===== src/rtl/mips_pkg.sv =====
// Shared MIPS datapath definitions used by the write-back front end.
package mips_pkg;

    localparam int REG_W    = 5;
    localparam int DATA_W   = 32;
    localparam int NUM_REGS = 32;
    localparam logic [REG_W-1:0] REG_ZERO = 5'd0;

    typedef struct packed {
        logic [REG_W-1:0]  rnum;
        logic [DATA_W-1:0] data;
    } wb_entry_t;

    // One-hot mask for a register; register 0 maps to an empty mask so it is never tracked.
    function automatic logic [NUM_REGS-1:0] reg_mask(input logic [REG_W-1:0] r);
        reg_mask = '0;
        if (r != REG_ZERO) begin
            reg_mask[r] = 1'b1;
        end
    endfunction

endpackage


===== src/rtl/wb_fifo.sv =====
// Small circular queue of pending long-latency write-back results.
module wb_fifo
    import mips_pkg::*;
#(
    parameter int DEPTH = 4,
    localparam int PW   = $clog2(DEPTH),
    localparam int CW   = PW + 1
) (
    input  logic          clk,
    input  logic          rst,
    input  logic          push,
    input  wb_entry_t     push_data,
    input  logic          pop,
    output wb_entry_t     head,
    output logic          full,
    output logic          empty,
    output logic [CW-1:0] count
);

    wb_entry_t     mem [DEPTH];
    logic [PW-1:0] wr_ptr;
    logic [PW-1:0] rd_ptr;
    logic          push_ok;
    logic          pop_ok;

    assign full    = (count == CW'(DEPTH));
    assign empty   = (count == '0);
    assign push_ok = push && !full;
    assign pop_ok  = pop && !empty;
    assign head    = mem[rd_ptr];

    always_ff @(posedge clk) begin
        if (push_ok) begin
            mem[wr_ptr] <= push_data;
        end
    end

    // Pointers wrap naturally at DEPTH because DEPTH is a power of two.
    always_ff @(posedge clk or posedge rst) begin
        if (rst) begin
            wr_ptr <= '0;
            rd_ptr <= '0;
            count  <= '0;
        end else begin
            if (push_ok) begin
                wr_ptr <= wr_ptr + PW'(1);
            end
            if (pop_ok) begin
                rd_ptr <= rd_ptr + PW'(1);
            end
            case ({push_ok, pop_ok})
                2'b10:   count <= count + CW'(1);
                2'b01:   count <= count - CW'(1);
                default: count <= count;
            endcase
        end
    end

endmodule


===== src/rtl/wb_scoreboard.sv =====
// Register-file write front end: merges ALU and long-latency results onto one
// write port and tracks outstanding long destinations to stall hazardous issues.
module wb_scoreboard
    import mips_pkg::*;
#(
    parameter int NREGS  = NUM_REGS,
    parameter int AW     = REG_W,
    parameter int DW     = DATA_W,
    parameter int QDEPTH = 4
) (
    input  logic             clk,
    input  logic             rst,
    input  logic             issue_valid,
    input  logic             issue_long,
    input  logic [AW-1:0]    issue_rd,
    input  logic [AW-1:0]    issue_rs,
    input  logic [AW-1:0]    issue_rt,
    output logic             stall,
    input  logic             alu_wb_valid,
    input  logic [AW-1:0]    alu_wb_reg,
    input  logic [DW-1:0]    alu_wb_data,
    input  logic             long_wb_valid,
    input  logic [AW-1:0]    long_wb_reg,
    input  logic [DW-1:0]    long_wb_data,
    output logic             long_wb_ready,
    output logic             rf_we,
    output logic [AW-1:0]    rf_waddr,
    output logic [DW-1:0]    rf_wdata,
    output logic [NREGS-1:0] pending,
    output logic [AW-1:0]    q_count
);

    localparam int CW = $clog2(QDEPTH) + 1;

    wb_entry_t     push_entry;
    wb_entry_t     head;
    logic          q_full;
    logic          q_empty;
    logic          q_pop;
    logic [CW-1:0] fifo_count;
    logic          sel_we;
    logic [AW-1:0] sel_reg;
    logic [DW-1:0] sel_data;
    logic [NREGS-1:0] set_mask;
    logic [NREGS-1:0] clr_mask;

    assign push_entry    = '{rnum: long_wb_reg, data: long_wb_data};
    assign long_wb_ready = !q_full;
    assign q_pop         = !alu_wb_valid && !q_empty;
    assign q_count       = AW'(fifo_count);

    wb_fifo #(.DEPTH(QDEPTH)) u_fifo (
        .clk       (clk),
        .rst       (rst),
        .push      (long_wb_valid),
        .push_data (push_entry),
        .pop       (q_pop),
        .head      (head),
        .full      (q_full),
        .empty     (q_empty),
        .count     (fifo_count)
    );

    always_comb begin
        stall = 1'b0;
        if (issue_valid) begin
            stall = (issue_rs != REG_ZERO && pending[issue_rs])
                 || (issue_rt != REG_ZERO && pending[issue_rt])
                 || (issue_rd != REG_ZERO && pending[issue_rd]);
        end
    end

    // ALU has strict priority; the queue head only drains on ALU-idle cycles.
    always_comb begin
        sel_we   = 1'b0;
        sel_reg  = '0;
        sel_data = '0;
        set_mask = '0;
        clr_mask = '0;
        if (alu_wb_valid) begin
            sel_we   = (alu_wb_reg != REG_ZERO);
            sel_reg  = alu_wb_reg;
            sel_data = alu_wb_data;
        end else if (q_pop) begin
            sel_we   = (head.rnum != REG_ZERO);
            sel_reg  = head.rnum;
            sel_data = head.data;
            clr_mask = reg_mask(head.rnum);
        end
        if (issue_valid && !stall && issue_long) begin
            set_mask = reg_mask(issue_rd);
        end
    end

    always_ff @(posedge clk or posedge rst) begin
        if (rst) begin
            rf_we    <= 1'b0;
            rf_waddr <= '0;
            rf_wdata <= '0;
            pending  <= '0;
        end else begin
            rf_we    <= sel_we;
            rf_waddr <= sel_reg;
            rf_wdata <= sel_data;
            pending  <= (pending & ~clr_mask) | set_mask;
        end
    end

endmodule


===== config.mk =====
export PLATFORM = sky130hd
export DESIGN_NAME = wb_scoreboard
export DESIGN_NICKNAME = d
export VERILOG_FILES = /design/src/rtl/mips_pkg.sv /design/src/rtl/wb_fifo.sv /design/src/rtl/wb_scoreboard.sv
export SDC_FILE = /design/constraint.sdc
export NUM_CORES = 1
export LEC_CHECK = 0
export BUFFER_PORTS_ARGS = -buffer_cell sky130_fd_sc_hd__buf_2
export CORE_MARGIN = 1.5
export CORE_UTILIZATION = 45
export CTS_CLUSTER_SIZE = 8
export DETAILED_ROUTE_END_ITERATION = 12
export PLACE_DENSITY = 0.72
export SYNTH_ARGS = -nofsm -noshare
export SYNTH_HDL_FRONTEND = slang
export SYNTH_SLANG_ARGS = --single-unit

===== constraint.sdc =====
create_clock -name clk -period 5.4 [get_ports clk]
set_input_delay 1.62 -clock clk [delete_from_list [all_inputs] [get_ports clk]]
set_output_delay 1.62 -clock clk [all_outputs]
set_load 0.02 [all_outputs]

==> impl_metrics.toml, run 1 <==
[outcome]
status = "finished, final reports clean"

[sta]
setup-tns-final_ns = 0
timing.final.crit_share = 0.9305
fin_crit_ns = 5.025
fmax_mhz = 199.0
finClkSkew_ns = 0.01504
setup_viol = 0
worstMarginPinSlew_ns = 1.005
slew-limit-headroom = 0.3299
rsz0062_at_grt = "false"
hold_viol = 0
slew_violations = 0
fin_hold_ws_ns = 0.4246

[clock_tree]
cts-buffers-inserted = 34
cts_max_level = 2
clock_latency_ns = 0.48
hold_buffers = 0
cts.sinks = 225
cts-resized-gates = 0
cts_tree = "yes"
path_clk_slew_ns = 0.05
root_buffer = "clkbuf_16"
postCtsSetupRepairBufs = 0
cts.path.max_buffers = 3

[setup_path]
cp-endpoint = "stall"
reg2reg_slack_ns = 2.46
crit_required_ns = 3.78
path_common_cell = "buf_2"
cp-end-kind = "output pin"
cp.depth = 8
crit_start = "issue_rt[1]"
path_cells = "buf_2 -> mux4_2 -> nand4b_1 -> o211ai_1 -> nor4_2 -> nand4_2 -> o21a_1 -> buf_2"
arrival_ns = 3.40
r2r-start = "u_fifo.rd_ptr[0]"
regToRegEndpoint = "pending[6]"
crit_buf_inv = 2
critical-path-max-stage-delay_ns = 0.53
critPathTopFamily = "simple AND/OR/NAND/NOR gates"
worst-setup-path-type = "input port to output pin"
worst_setup_path_start_kind = "input port"
reg2regPathDepth = 6
cp_slowest_cell = "mux4_2"
crit_fanout = 9

[logic_synthesis]
synthCells = 549
synth-compound-area-share = 0.09241
synth_mux_area_frac = 0.1477
avgSynthCellArea_um2 = 17.36
synth_top_cell_by_area = "edfxtp_1"
synth_edf_count = 148
synth_seq_cells = 225
synth_flop_cell = "edfxtp_1"
yosys_warnings = 0
synth_fa_ha_area_frac = 0.008664
seq_area_frac_synth = 0.6684
synth_area_um2 = 9532
synth_top_area_share = 0.4663
synthSimpleGateAreaFrac = 0.04581
synth_top_family_by_area = "multiplexers"
yosys-top-cells-area = "edfxtp_1, dfrtp_1, mux4_2, a22o_1, o41ai_1"
synthArstFlopShare = 0.3422
synthXorXnorAreaFrac = 0.005513
ys_types = 53

[detailed_routing]
firstDrtPassIters = 5
wl_um = 22800
wl_per_cell_um = 22.26
vias = 6034
post-route-drc-count = 0
antenna_left = 0
vias_per_cell = 5.893
first_iter_violations = 378

[place]
dp_hpwl_um = 14940
routabilityCongestion = 0.9666
io_buffers = 169

[floorplan]
start_util = 0.4563
die_x_um = 148.5
die_h_um = 148.5
fp-row-count = 53
core_area_um2 = 20890
pin_count = 172
dieArea_um2 = 22060

[finish]
regArea_um2 = 6374
nFillCells = 1651
drive_gt1_frac = 0.3788
multi_input_area_um2 = 2873
area_growth_pct = 20.74
fin_nets = 826

[pwr]
leakage_nw = 4.539
powerDensity_nw_per_um2 = 545.9
ir_drop_mv = 0.3410

[global_route]
grt_pass1_vias = 6315
grt-busiest-layer = "met2"
grt_use_total = 0.2105
grt_overflow = 0
met1_usage = 0.2684
grt_pass1_wl_um = 35090
grt_max_degree = 54
gr-usage-met2 = 0.3444
grt_antenna_before_repair = 6
use_met3 = 0.05982

[flow_run]
cap_viol_max_count = 0

[min_path]
hp-class = "flip-flop to flip-flop"
-- sequential cells by signal, summed over array words and instances (netlist names) --
name	cells
u_fifo.wr_ptr	2
rf_wdata	32
pending	32
u_fifo.mem	148
u_fifo.rd_ptr	2
rf_we	1
u_fifo.count	3
rf_waddr	5
-- Yosys cell counts (3+ instances only) --
master / instances
ha_1: 5
nor3_1: 5
buf_6: 11
nor2_1: 8
and3_1: 5
mux2_2: 3
mux4_2: 47
nand4b_1: 4
nand3b_1: 5
nand2_1: 13
nor2b_1: 4
o41ai_1: 29
buf_2: 8
edfxtp_1: 148
a22o_1: 36
mux4_1: 4
o21ai_0: 37
nand3_1: 7
mux2i_1: 21
clkbuf_1: 14
nor3b_1: 3
inv_1: 9
o21ai_1: 3
xnor2_1: 4
dfrtp_1: 77
-- power by group --
group | internal [W] | leakage, nW | switching, W
sequential | 0.00230 | 2.33 | 0.000285
clock | 0.00120 | 0.465 | 0.000684
combinational | 0.000752 | 1.75 | 0.00107
total | 0.00425 | 4.54 | 0.00204
-- cell families after synthesis --
kind of cell,Yosys count
buf+inv,47
flops,225
compound gates,117
mux,75
xor+xnor,6
simple gates,72
fa+ha+maj,6
other cells,1
-- routing by layer --
layer | up-vias | share of wire
li1 | 2615 | -
met1 | 3020 | 0.40
met2 | 328 | 0.48
met3 | 65 | 0.088
met4 | 6 | 0.029
met5 | - | 0.0015
-- metrics by stage --
step / power [W] / std cells / util / worst slack, ns / instance area, um^2
after floorplan: 0.003802 / 550 / - / 0.4892 / 9535
after global placement: 0.004361 / 964 / 0.5042 / 0.4146 / 10530
after detailed placement: 0.004441 / 964 / 0.5042 / 0.3886 / 10530
after CTS: 0.006344 / 1022 / 0.5507 / 0.3849 / 11500
after global routing: 0.006587 / 1022 / 0.5507 / 0.2216 / 11500
final: 0.006282 / 1024 / 0.5509 / 0.3751 / 11510
-- cells in the final DEF (no fill, tap or decap), drive strengths merged, types with 9 or more instances in the layout --
cell type | synthesis | final
o41ai | 31 | 31
edfxtp | 148 | 148
o21ai | 41 | 41
dfrtp | 77 | 77
mux2i | 21 | 21
a22o | 36 | 36
buf | 22 | 177
mux4 | 51 | 51
inv | 9 | 9
nand2 | 13 | 13
clkbuf | 16 | 56
-- area by class of cell --
cell class | count | share of cell area
repair buffers | 177 | 0.07871
diodes | 2 | 0.0004349
multi-input cells | 278 | 0.2496
clock inverters | 2 | 0.001522
flip-flops and latches | 225 | 0.5538
well taps | 275 | 0.02990
inverters | 9 | 0.003044
clock buffers | 56 | 0.08295
-- how the worst min path moves through the flow --
| stage | startpoint | endpoint | slack (ns) | cells past startpoint |
|---|---|---|---|---|
| finish | pending[0] | pending[0] | 0.42 | 0 |
| global route | pending[0] | pending[0] | 0.43 | 0 |
| CTS | pending[0] | pending[0] | 0.43 | 0 |
| detailed placement | pending[0] | pending[0] | 0.42 | 0 |
| global placement | pending[0] | pending[0] | 0.42 | 0 |
| floorplan | u_fifo.wr_ptr[1] | u_fifo.wr_ptr[1] | 0.58 | 2 |
-- worst register-to-register path: stages, from the launching register on --
cell and delay, ns:
dfrtp_2 0.80, buf_4 0.51, mux4_2 0.68, nor2b_1 0.17, or2b_2 0.35, o21ai_0 0.20, o41ai_2 0.10
No activity file was read; power rests on OpenSTA's default activity.
==> inputs of run 2 (changes only) <==
--- a/config.mk
+++ b/config.mk
@@ -5,11 +5,12 @@
 export SDC_FILE = /design/constraint.sdc
 export NUM_CORES = 1
 export LEC_CHECK = 0
-export BUFFER_PORTS_ARGS = -buffer_cell sky130_fd_sc_hd__buf_2
+export BUFFER_PORTS_ARGS = -buffer_cell sky130_fd_sc_hd__buf_4
 export CORE_MARGIN = 1.5
 export CORE_UTILIZATION = 45
 export CTS_CLUSTER_SIZE = 8
 export DETAILED_ROUTE_END_ITERATION = 12
+export GPL_ROUTABILITY_DRIVEN = 0
 export PLACE_DENSITY = 0.72
 export SYNTH_ARGS = -nofsm -noshare
 export SYNTH_HDL_FRONTEND = slang
==> run 2 against run 1 <==
Compared with the run above: count of clock-buffer cells in the layout unchanged; routed wire length fell by 0.16%; first-iteration DRC count is 21% higher; global-route usage is 0.21 points lower; critical endpoint unchanged; worst setup slack better by 0.021 ns; hold slack improved by 0.016 ns; clock skew is 0.0019 ns lower; final cell count is 0.39% lower; die area did not move; register-to-register slack gained 0.03 ns; sequential share of layout area fell by 1.9 points.
==> impl_metrics.toml, run 2 (synthesis gave the netlist of run 1 again) <==
[floorplan]
fp-row-count = 53
pin_count = 172
die_h_um = 148.5
start_util = 0.4563
core_area_um2 = 20890
dieArea_um2 = 22060
die_x_um = 148.5

[clock_tree]
cts-resized-gates = 0
cts-buffers-inserted = 34
root_buffer = "clkbuf_16"
cts_tree = "yes"
postCtsSetupRepairBufs = 0
hold_buffers = 0
path_clk_slew_ns = 0.05
clock_latency_ns = 0.50
cts.path.max_buffers = 3
cts_max_level = 2
cts.sinks = 225

[sta]
setup-tns-final_ns = 0
rsz0062_at_grt = "false"
fmax_mhz = 199.8
slew-limit-headroom = 0.3155
finClkSkew_ns = 0.01316
fin_crit_ns = 5.004
slew_violations = 0
worstMarginPinSlew_ns = 1.027
setup_viol = 0
fin_ws_ns = 0.3960
timing.final.crit_share = 0.9267
hold_viol = 0

[detailed_routing]
vias_per_cell = 5.845
first_iter_violations = 458
wl_um = 22760
wl_per_cell_um = 22.31
post-route-drc-count = 0
firstDrtPassIters = 7
antenna_left = 0
vias = 5962

[place]
placed_cell_area_um2 = 10930
dp_hpwl_um = 14390
dp_cells = 961
pre_cts_ws_ns = 0.4080
io_buffers = 169

[pwr]
netSwitchingFraction = 0.3201
ir_drop_mv = 0.3954
p_seq_frac = 0.411
total_power_w = 0.006437
pwr-share-comb = 0.291
p_int_w = 0.004377
powerDensity_nw_per_um2 = 539.7
leakage_nw = 4.649
clkPwrFrac = 0.298
switchingPower_w = 0.002061

[finish]
final_cell_area_um2 = 11930
largest_reg_flops = 148
diodes = 0
regMostFlops = "u_fifo.mem"
drive_gt1_frac = 0.3772
mostFrequentLayoutCell = "buf_4"
reg.largest.list = "u_fifo.mem x148, pending x32, rf_wdata x32"
mostFrequentLayoutCells = "buf_4, edfxtp_1, dfrtp_1"
fin_cells = 1020
fin_nets = 823
area_growth_pct = 25.14

[global_route]
grt_pass1_wl_um = 35090
grt_overflow = 0
grt_use_total = 0.2083
grt_max_degree = 52
grt_antenna_before_repair = 0
grt_pass1_vias = 6311

[setup_path]
crit_required_ns = 3.78
arrival_ns = 3.38
worst_setup_path_start_kind = "input port"
cp-end-kind = "output pin"
worst-setup-path-type = "input port to output pin"
crit_fanout = 19

[flow_run]
cap_viol_max_count = 0

[min_path]
hp-class = "flip-flop to flip-flop"

[outcome]
status = "finished, final reports clean"
run 2: area by class of cell:
cell class                 count  area, um^2
sequential                   225        6374
inverter                       9       35.03
clock buffer                  56       954.7
clock inverter                 3       41.29
fill                        1598        8961
timing repair buffer         174        1306
multi-input combinational    278        2873
tap                          275       344.1
run 2: path summary, 6_finish.rpt:
path                                        from               end  slack [ns]  cells past startpoint
max in group asynchronous                    rst  u_fifo.rd_ptr[0]        3.14                      3
worst max register to register  u_fifo.rd_ptr[0]        pending[6]        2.49                      6
worst min-delay path                  pending[0]        pending[0]        0.44                      0
worst max-delay path                 issue_rd[0]             stall        0.40                      8
worst min register to register        pending[0]        pending[0]        0.44                      0
min in group asynchronous                    rst   u_fifo.count[0]        1.32                      2
run 2: critical path, cell delays in order:
cell	delay [ns]
buf_4	0.26
mux4_2	0.54
nor2b_1	0.14
a221oi_1	0.18
and3_1	0.20
o21ai_2	0.06
o21a_1	0.22
buf_4	0.16
run 2: per-stage QoR:
step / util / hold slack (ns)
3_5_place_dp: 0.5233 / 0.4381
6_report: 0.5710 / 0.4406
4_1_cts: 0.5710 / 0.4528
3_3_place_gp: 0.5233 / 0.4465
2_1_floorplan: - / 0.5796
5_1_grt: 0.5710 / 0.4559
run 2: layer usage:
layer  part of all wire  wire length (um)  up-vias  track usage
met5                  0                 0        -            0
met4              0.017               390        0      0.06683
met3              0.090              2040       34      0.05736
met2               0.50             11470      320       0.3442
met1               0.39              8863     3008       0.2689
li1                   -                 -     2600            -
run 2: power by group through the flow:
stage	logic (W)	clock network [W]	registers (W)
5_1_grt	0.00200	0.00204	0.00269
2_1_floorplan	0.00110	0	0.00271
6_report	0.00187	0.00192	0.00264
3_5_place_dp	0.00188	0	0.00267
4_1_cts	0.00189	0.00196	0.00265
3_3_place_gp	0.00183	0	0.00265
==> inputs of run 3 (changes only) <==
--- a/config.mk
+++ b/config.mk
@@ -8,10 +8,10 @@
 export BUFFER_PORTS_ARGS = -buffer_cell sky130_fd_sc_hd__buf_4
 export CORE_MARGIN = 1.5
 export CORE_UTILIZATION = 45
-export CTS_CLUSTER_SIZE = 8
+export CTS_CLUSTER_SIZE = 14
 export DETAILED_ROUTE_END_ITERATION = 12
 export GPL_ROUTABILITY_DRIVEN = 0
-export PLACE_DENSITY = 0.72
+export PLACE_DENSITY = 0.67
 export SYNTH_ARGS = -nofsm -noshare
 export SYNTH_HDL_FRONTEND = slang
 export SYNTH_SLANG_ARGS = --single-unit
==> constraint.sdc (replaced) <==
create_clock -name clk -period 5.4 [get_ports clk]
set_input_delay 1.08 -clock clk [delete_from_list [all_inputs] [get_ports clk]]
set_output_delay 1.08 -clock clk [all_outputs]
set_load 0.02 [all_outputs]
==> run 3 against run 2 <==
Compared with the run above: final cell count fell by 1.9%; non-clock buffer count is the same; combinational power is essentially flat; clock power fell by 27%; core utilization down 1.5 points; via count down 0.20%; hold slack better by 0.018 ns; routed wire length is 0.28% lower; die area stayed put; largest cell class unchanged; sequential share of layout area grew 1.5 points; design area is 2.7% lower; first-iteration DRC count down 18%.
==> impl_metrics.toml, run 3 (synthesis gave the netlist of run 1 again) <==
[finish]
mostFrequentLayoutCells = "buf_4, edfxtp_1, dfrtp_1"
largest_reg_flops = 148
area_growth_pct = 21.78
fin_nets = 811
nFillCells = 1678
drive_gt1_frac = 0.3788
mostFrequentLayoutCell = "buf_4"
reg.largest.list = "u_fifo.mem x148, pending x32, rf_wdata x32"
diodes = 0
regMostFlops = "u_fifo.mem"

[sta]
timing.final.crit_share = 0.8179
rsz0062_at_grt = "false"
setup_viol = 0
fin_crit_ns = 4.417
slew-limit-headroom = 0.2943
fmax_mhz = 226.4
finClkSkew_ns = 0.01804
setup-tns-final_ns = 0
worstMarginPinSlew_ns = 1.059
fin_hold_ws_ns = 0.4588
hold_viol = 0
slew_violations = 0

[outcome]
status = "finished, final reports clean"

[place]
dp_hpwl_um = 15180
io_buffers = 169

[clock_tree]
cts.path.max_buffers = 3
clock_latency_ns = 0.50
root_buffer = "clkbuf_16"
cts-buffers-inserted = 22
path_clk_slew_ns = 0.06
postCtsSetupRepairBufs = 0
hold_buffers = 0
cts_tree = "yes"
cts.sinks = 225
cts-resized-gates = 0
cts_max_level = 1

[floorplan]
pin_count = 172
dieArea_um2 = 22060
die_x_um = 148.5
start_util = 0.4563
fp-row-count = 53
die_h_um = 148.5
core_area_um2 = 20890

[global_route]
gr-usage-met2 = 0.3451
grt_pass1_wl_um = 34510
use_met3 = 0.05153
grt_overflow = 0
grt-busiest-layer = "met2"
grt_antenna_before_repair = 2
grt_use_total = 0.2043
grt_pass1_vias = 6278
grt_max_degree = 55
met1_usage = 0.2588

[setup_path]
reg2reg_slack_ns = 2.72
crit_fanout = 18
crit_start = "issue_rd[2]"
worst-setup-path-type = "input port to output pin"
regToRegEndpoint = "pending[20]"
worst_setup_path_start_kind = "input port"
reg2regPathDepth = 4
arrival_ns = 3.34
crit_required_ns = 4.32
cp-end-kind = "output pin"
r2r-start = "u_fifo.rd_ptr[0]"
cp-endpoint = "stall"

[detailed_routing]
wl_um = 22700
vias_per_cell = 5.944
first_iter_violations = 377
firstDrtPassIters = 5
antenna_left = 0
vias = 5950
post-route-drc-count = 0
wl_per_cell_um = 22.67

[pwr]
leakage_nw = 4.509
ir_drop_mv = 0.2930
powerDensity_nw_per_um2 = 511.0

[flow_run]
cap_viol_max_count = 0

[min_path]
hp-class = "flip-flop to flip-flop"
-- run 3: cell count changes in the layout (fill, tap and decap cells not counted), sizes merged --
cell    before  now
clkbuf      56   32
clkinv       4   10
inv          8    7
-- run 3: final cells by class --
cell class / instances / area, um^2 / share of cell area
clock buffers: 32 / 629.4 / 0.05422
clock inverters: 8 / 38.79 / 0.003342
inverters: 9 / 35.03 / 0.003018
multi-input cells: 278 / 2873 / 0.2475
flip-flops and latches: 225 / 6374 / 0.5491
well taps: 275 / 344.1 / 0.02964
repair buffers: 174 / 1314 / 0.1132
-- run 3: routing by layer --
metal / part of all wire / vias up
li1: - / 2562
met1: 0.39 / 3033
met2: 0.49 / 297
met3: 0.090 / 54
met4: 0.027 / 4
met5: 0.0012 / -
-- run 3: power by group --
group / internal (W) / switching, W
sequential: 0.00229 / 0.000354
combinational: 0.000878 / 0.00100
clock: 0.000809 / 0.000594
-- run 3: worst min path at each step --
stage                     start               end  slack, ns  cells after the start
2_1_floorplan  u_fifo.wr_ptr[1]  u_fifo.wr_ptr[1]       0.58                      2
3_3_place_gp         pending[0]        pending[0]       0.44                      0
3_5_place_dp         pending[0]        pending[0]       0.46                      0
4_1_cts              pending[0]        pending[0]       0.47                      0
5_1_grt              pending[0]        pending[0]       0.48                      0
6_report             pending[0]        pending[0]       0.46                      0
-- run 3: stage by stage --
stage / std cells / worst slack [ns] / area [um^2] / total power [W] / util
3_3_place_gp: 960 / 0.8186 / 10920 / 0.004497 / 0.5230
4_1_cts: 1000 / 0.6436 / 11590 / 0.005985 / 0.5550
5_1_grt: 1001 / 0.9435 / 11610 / 0.006208 / 0.5557
2_1_floorplan: 550 / 1.569 / 9535 / 0.003802 / -
6_report: 1001 / 0.9832 / 11610 / 0.005932 / 0.5557
3_5_place_dp: 960 / 0.6510 / 10920 / 0.004568 / 0.5230
-- run 3: critical path, cell delays in order --
cell and delay [ns]:
buf_4 0.14, or3b_2 0.55, o21ai_0 0.22, o21ai_0 0.12
and3_1 0.21, o21ai_2 0.64, o21a_1 0.23, buf_4 0.14
